<file path="src/rtl/edge_level_gen.sv">
// Rebuilds a level from single-cycle rise/fall request pulses, enforcing minimum
// high and low dwell times with a one-deep pending slot for early requests.
module edge_level_gen #(
  parameter int MIN_HIGH = 4,
  parameter int MIN_LOW  = 4,
  parameter int CNT_W    = 8
) (
  input  logic clk,
  input  logic reset,
  input  logic rise_i,
  input  logic fall_i,
  output logic level_o,
  output logic busy_o,
  output logic err_o
);

  typedef enum logic [1:0] {
    LOW_IDLE  = 2'd0,
    LOW_HOLD  = 2'd1,
    HIGH_IDLE = 2'd2,
    HIGH_HOLD = 2'd3
  } state_t;

  localparam logic [CNT_W-1:0] HIGH_LOAD = CNT_W'(MIN_HIGH - 1);
  localparam logic [CNT_W-1:0] LOW_LOAD  = CNT_W'(MIN_LOW - 1);
  localparam logic [CNT_W-1:0] CNT_ONE   = CNT_W'(1);
  localparam logic [CNT_W-1:0] CNT_ZERO  = CNT_W'(0);

  state_t           state_r;
  logic [CNT_W-1:0] cnt_r;
  logic             pend_r;
  logic             level_r;
  logic             busy_r;
  logic             err_r;

  logic both_s;
  logic rise_s;
  logic fall_s;
  logic cnt_zero_s;

  // Simultaneous requests cancel each other; only a lone request is acted on.
  assign both_s     = rise_i & fall_i;
  assign rise_s     = rise_i & ~fall_i;
  assign fall_s     = fall_i & ~rise_i;
  assign cnt_zero_s = (cnt_r == CNT_ZERO);

  // Dwell FSM with registered level, busy and error outputs.
  always_ff @(posedge clk or negedge reset) begin
    if (!reset) begin
      state_r <= LOW_IDLE;
      cnt_r   <= CNT_ZERO;
      pend_r  <= 1'b0;
      level_r <= 1'b0;
      busy_r  <= 1'b0;
      err_r   <= 1'b0;
    end else begin
      err_r <= both_s;
      case (state_r)
        LOW_IDLE: begin
          if (rise_s) begin
            state_r <= HIGH_HOLD;
            level_r <= 1'b1;
            busy_r  <= 1'b1;
            cnt_r   <= HIGH_LOAD;
          end
          if (fall_s) err_r <= 1'b1;
        end
        HIGH_IDLE: begin
          if (fall_s) begin
            state_r <= LOW_HOLD;
            level_r <= 1'b0;
            busy_r  <= 1'b1;
            cnt_r   <= LOW_LOAD;
          end
          if (rise_s) err_r <= 1'b1;
        end
        HIGH_HOLD: begin
          if (rise_s || (fall_s && pend_r)) err_r <= 1'b1;
          if (!cnt_zero_s) begin
            cnt_r <= cnt_r - CNT_ONE;
            if (fall_s && !pend_r) pend_r <= 1'b1;
          end else if (pend_r || fall_s) begin
            // Expiry edge: a pending or same-cycle request switches with no idle gap.
            state_r <= LOW_HOLD;
            level_r <= 1'b0;
            busy_r  <= 1'b1;
            cnt_r   <= LOW_LOAD;
            pend_r  <= 1'b0;
          end else begin
            state_r <= HIGH_IDLE;
            busy_r  <= 1'b0;
          end
        end
        LOW_HOLD: begin
          if (fall_s || (rise_s && pend_r)) err_r <= 1'b1;
          if (!cnt_zero_s) begin
            cnt_r <= cnt_r - CNT_ONE;
            if (rise_s && !pend_r) pend_r <= 1'b1;
          end else if (pend_r || rise_s) begin
            state_r <= HIGH_HOLD;
            level_r <= 1'b1;
            busy_r  <= 1'b1;
            cnt_r   <= HIGH_LOAD;
            pend_r  <= 1'b0;
          end else begin
            state_r <= LOW_IDLE;
            busy_r  <= 1'b0;
          end
        end
        default: begin
          state_r <= LOW_IDLE;
          cnt_r   <= CNT_ZERO;
          pend_r  <= 1'b0;
          level_r <= 1'b0;
          busy_r  <= 1'b0;
        end
      endcase
    end
  end

  assign level_o = level_r;
  assign busy_o  = busy_r;
  assign err_o   = err_r;

endmodule
</file>
<file path="config.mk">
export PLATFORM = sky130hd
export DESIGN_NAME = edge_level_gen
export DESIGN_NICKNAME = d
export VERILOG_FILES = /design/src/rtl/edge_level_gen.sv
export SDC_FILE = /design/constraint.sdc
export NUM_CORES = 1
export LEC_CHECK = 0
export ABC_AREA = 1
export BUFFER_PORTS_ARGS = -buffer_cell sky130_fd_sc_hd__buf_2
export CORE_MARGIN = 8
export CORE_UTILIZATION = 57
export CTS_CLUSTER_SIZE = 30
export DETAILED_ROUTE_END_ITERATION = 10
export MAX_ROUTING_LAYER = met4
export PLACE_DENSITY = 0.8
export RECOVER_POWER = 50
export SYNTH_ARGS = -nofsm -noshare
export SYNTH_HDL_FRONTEND = slang
export SYNTH_SLANG_ARGS = --single-unit
</file>
<file path="constraint.sdc">
create_clock -name clk -period 1.4 [get_ports clk]
set_input_delay 0.14 -clock clk [delete_from_list [all_inputs] [get_ports clk]]
set_output_delay 0.14 -clock clk [all_outputs]
set_load 0.02 [all_outputs]
</file>
==> flow_metrics.py <==
metrics = {
    "route": {
        "firstDrtPassIters": 4,
        "ant_nets": 0,
        "violation_count_after_the_first_detailed_routing_iteration": 49,
        "route.vias.total": 801,
        "route.detailed.vias_per_inst": 5.41,
        "route.detailed.drc": 0,
        "wire_per_inst_um": 12.0,
        "postRouteWirelength_mm": 1.78,
    },
    "logic_synthesis": {
        "synth_adder_area_share_pct": 2.89,
        "synth_edf_count": 0,
        "synth_common_cells": "sky130_fd_sc_hd__nand2_1, sky130_fd_sc_hd__inv_1, sky130_fd_sc_hd__dfrtp_1",
        "yosysSeqAreaShare_pct": 40.5,
        "postSynthCellCount": 119,
        "synth.mux.area_fraction_pct": 0,
        "dominantRegCellSynth": "sky130_fd_sc_hd__dfrtp_1",
        "synthMostInstantiatedCell": "sky130_fd_sc_hd__nand2_1",
        "post_synth_xor_area_fraction_pct": 1.01,
        "syn_warnings": 0,
        "synthDistinctLibCells": 22,
        "syn_nets": 125,
        "synth-async-reset-ratio_pct": 100,
        "postSynthAreaPerCell_sq_um": 7.28,
        "synth_simple_gate_area_share_pct": 34.8,
        "yosys_register_bits": 14,
        "syn_area_sq_um": 866,
        "synth_area_in_compound_gates_pct": 9.68,
        "ys_top_cells_by_area": "sky130_fd_sc_hd__dfrtp_1, sky130_fd_sc_hd__nand2_1, sky130_fd_sc_hd__inv_1",
        "synthDominantCellAreaShare_pct": 40.5,
        "netlist.top_cell.by_area": "sky130_fd_sc_hd__dfrtp_1",
        "synth_top_family_by_area": "simple AND/OR/NAND/NOR gates",
    },
    "global_routing": {
        "grt_antenna_before_repair": 0,
        "largest_net_degree_at_the_start_of_global_routing": 15,
        "globalRouteTotalUtil_pct": 15.0,
        "grt_pass1_vias": 733,
        "remaining_global_route_overflow": 0,
        "global_route_wire_length_before_repair_mm": 3.15,
    },
    "die": {
        "core-area_sq_um": 1470,
        "pin_count": 7,
        "die_area_sq_um": 3020,
        "rows": 14,
        "die-height_um": 55.0,
        "floorplan.initialDensity_pct": 58.8,
        "die_w_um": 55.0,
    },
    "critical_path": {
        "timing.critical_path.required_ps": 1590,
        "highest_delay_cell_along_the_critical_path": "sky130_fd_sc_hd__dfrtp_2",
        "timing.rr.start": "cnt_r[3]$_DFFE_PN0P_",
        "regToRegSetupSlack_ps": 80,
        "start_kind": "flip-flop",
        "worst-setup-path-type": "reg -> reg",
        "crit_path_max_fanout": 5,
        "rr_endpoint": "cnt_r[1]$_DFFE_PN0P_",
        "path_cells": "nor2_4, nand2_2, nor2_4, nand2_2, nand2_4, inv_2, nand2_1, nand2_1",
        "max_stage_delay_ps": 460,
        "worst_r2r_path_cells": 8,
        "arrival_ps": 1510,
        "crit_path_buffers_inverters": 1,
        "critPathTopFamily": "simple AND/OR/NAND/NOR gates",
        "critical_path.endpoint_type": "flip-flop",
    },
    "timing": {
        "setup-violations-final": 0,
        "clock.fmax_ghz": 0.756,
        "maxSlewHeadroom_pct": 49.8,
        "final-hold-violation-count": 0,
        "worst_pin_slew_ps": 754,
        "rsz_0062_raised_after_global_routing": "false",
        "min_period_over_period_pct": 94.4,
        "final.hold.worst_slack_ps": 115,
        "slew_viol_final": 0,
        "clock-skew-final_ps": 2.73,
        "finalWorstSetupSlack_ps": 78.1,
        "sum_neg_setup_slack_ps": 0,
        "finalWorstPathRequiredPeriod_ps": 1320,
    },
    "cells_and_area": {
        "nets": 139,
        "flow.area_growth_from_synthesis_pct": 13.2,
        "antenna_cells": 0,
        "number_of_inserted_filler_cells_in_the_final_layout": 129,
        "area_taken_by_multi_input_logic_gates_sq_um": 430,
        "drive_gt1_share_pct": 23.5,
        "area_taken_by_flip_flops_and_latches_sq_um": 354,
        "fin_util_pct": 66.6,
    },
    "clock_network": {
        "cts_tree": "built",
        "worst_skew_pair.late_latency_ps": 290,
        "ctsHtreeMaxLevel": 1,
        "cts.sink_count": 14,
        "clkTransAtPathRegs_ps": 90,
        "ctsLongestPathBuffers": 2,
        "tritoncts.num_buffers": 3,
        "cts.root.buffer_cell": "sky130_fd_sc_hd__clkbuf_4",
    },
    "power": {
        "irDropWorstVdd_uv": 715,
        "static_leakage_nw": 0.497,
        "p_per_area_nw_per_um2": 752,
    },
    "worst_hold_path": {
        "whs_path_depth": 3,
        "whs_endpoint": "err_o$_DFF_PN0_",
        "hold_class": "in -> reg",
        "hp-start": "fall_i",
    },
    "place": {
        "finalWeightedCongestion": 0.851,
        "place_ws_ps": 26.1,
        "dp_wirelength_mm": 1.37,
        "input_output_buffers": 6,
    },
    "flow_run": {
        "number_of_max_capacitance_violations_reported": 0,
    },
    "status": {
        "status": "complete, no violations",
    },
}
==> what timing repair did <==
action	4_1_cts	5_1_grt
gates resized for setup	0	7
setup endpoints to repair	0	12
endpoints found under the hold margin	14	0
buffers inserted	0	0
hold buffers	1	0
==> cells in the final DEF, fill, tap and decap left out <==
cell and count:
sky130_fd_sc_hd__nand2_1 32, sky130_fd_sc_hd__inv_1 16, sky130_fd_sc_hd__nand3_1 12, sky130_fd_sc_hd__dfrtp_1 11, sky130_fd_sc_hd__nor2_1 6, sky130_fd_sc_hd__inv_2 5, sky130_fd_sc_hd__o21ai_1 5, sky130_fd_sc_hd__buf_2 5
sky130_fd_sc_hd__o21ai_0 4, sky130_fd_sc_hd__nand2_2 4, sky130_fd_sc_hd__nand4_1 4, sky130_fd_sc_hd__a21oi_1 3, sky130_fd_sc_hd__nor2_2 3, sky130_fd_sc_hd__clkbuf_4 3, sky130_fd_sc_hd__dfrtp_2 3, sky130_fd_sc_hd__nor2_4 2
sky130_fd_sc_hd__ha_1 2, sky130_fd_sc_hd__buf_4 2, sky130_fd_sc_hd__inv_4 1, sky130_fd_sc_hd__a211oi_1 1, sky130_fd_sc_hd__nand2_4 1, sky130_fd_sc_hd__nand3b_1 1, sky130_fd_sc_hd__xor2_1 1, sky130_fd_sc_hd__o21ai_2 1
sky130_fd_sc_hd__o211ai_1 1, sky130_fd_sc_hd__clkbuf_8 1, sky130_fd_sc_hd__dlygate4sd3_1 1, sky130_fd_sc_hd__clkbuf_1 1
==> sequential cells by signal, indices dropped and copies added, names as in the netlist <==
register	cells
level_o	1
cnt_r	8
state_r	2
err_o	1
busy_o	1
pend_r	1
==> layer usage <==
metal | vias to the layer above | wire length [um] | track usage, %
met5 | - | 0 | -
met2 | 23 | 852 | 22.1
met3 | 3 | 80 | 4.01
li1 | 403 | - | -
met1 | 372 | 829 | 18.4
met4 | 0 | 19 | 7.60
==> worst register-to-register path, cell delays in order (launching register included) <==
cell and delay (ps):
sky130_fd_sc_hd__dfrtp_2 460, sky130_fd_sc_hd__nor2_4 160, sky130_fd_sc_hd__nand2_2 110, sky130_fd_sc_hd__nor2_4 160
sky130_fd_sc_hd__nand2_2 100, sky130_fd_sc_hd__nand2_4 110, sky130_fd_sc_hd__inv_2 40, sky130_fd_sc_hd__nand2_1 50
sky130_fd_sc_hd__nand2_1 40
==> worst max path at each step <==
| stage | start | endpoint | slack [ps] | depth (start not counted) |
|---|---|---|---|---|
| after floorplan | cnt_r[0]$_DFFE_PN0P_ | cnt_r[1]$_DFFE_PN0P_ | 160 | 9 |
| after global placement | cnt_r[0]$_DFFE_PN0P_ | cnt_r[1]$_DFFE_PN0P_ | 130 | 9 |
| after detailed placement | cnt_r[0]$_DFFE_PN0P_ | cnt_r[1]$_DFFE_PN0P_ | 30 | 9 |
| after CTS | cnt_r[0]$_DFFE_PN0P_ | cnt_r[1]$_DFFE_PN0P_ | 4 | 9 |
| after global routing | cnt_r[3]$_DFFE_PN0P_ | cnt_r[1]$_DFFE_PN0P_ | 5 | 8 |
| final | cnt_r[3]$_DFFE_PN0P_ | cnt_r[1]$_DFFE_PN0P_ | 80 | 8 |
==> kinds of logic after synthesis <==
kind of cell    Yosys count
buf+inv                  23
flops                    14
compound gates           15
simple gates             64
xor+xnor                  1
fa+ha+maj                 2
==> layout make-up <==
cell class / count / share of cell area, %
multi-input combinational: 83 / 43.9
sequential: 14 / 36.1
inverter: 22 / 8.68
timing repair buffer: 9 / 5.49
clock buffer: 4 / 3.70
tap: 16 / 2.04
==> through the flow <==
stage | instances | total power [mW] | area (sq um)
global placement | 142 | 0.442 | 920
global route | 148 | 0.761 | 980
detailed placement | 142 | 0.443 | 920
finish | 148 | 0.737 | 980
CTS | 147 | 0.741 | 966
floorplan | 119 | 0.426 | 866
==> where the power goes <==
part | switching [mW] | internal (mW)
logic | 0.0194 | 0.00940
clock network | 0.143 | 0.158
registers | 0.000474 | 0.407
total | 0.163 | 0.574
Power figures use the tool's default switching activity.
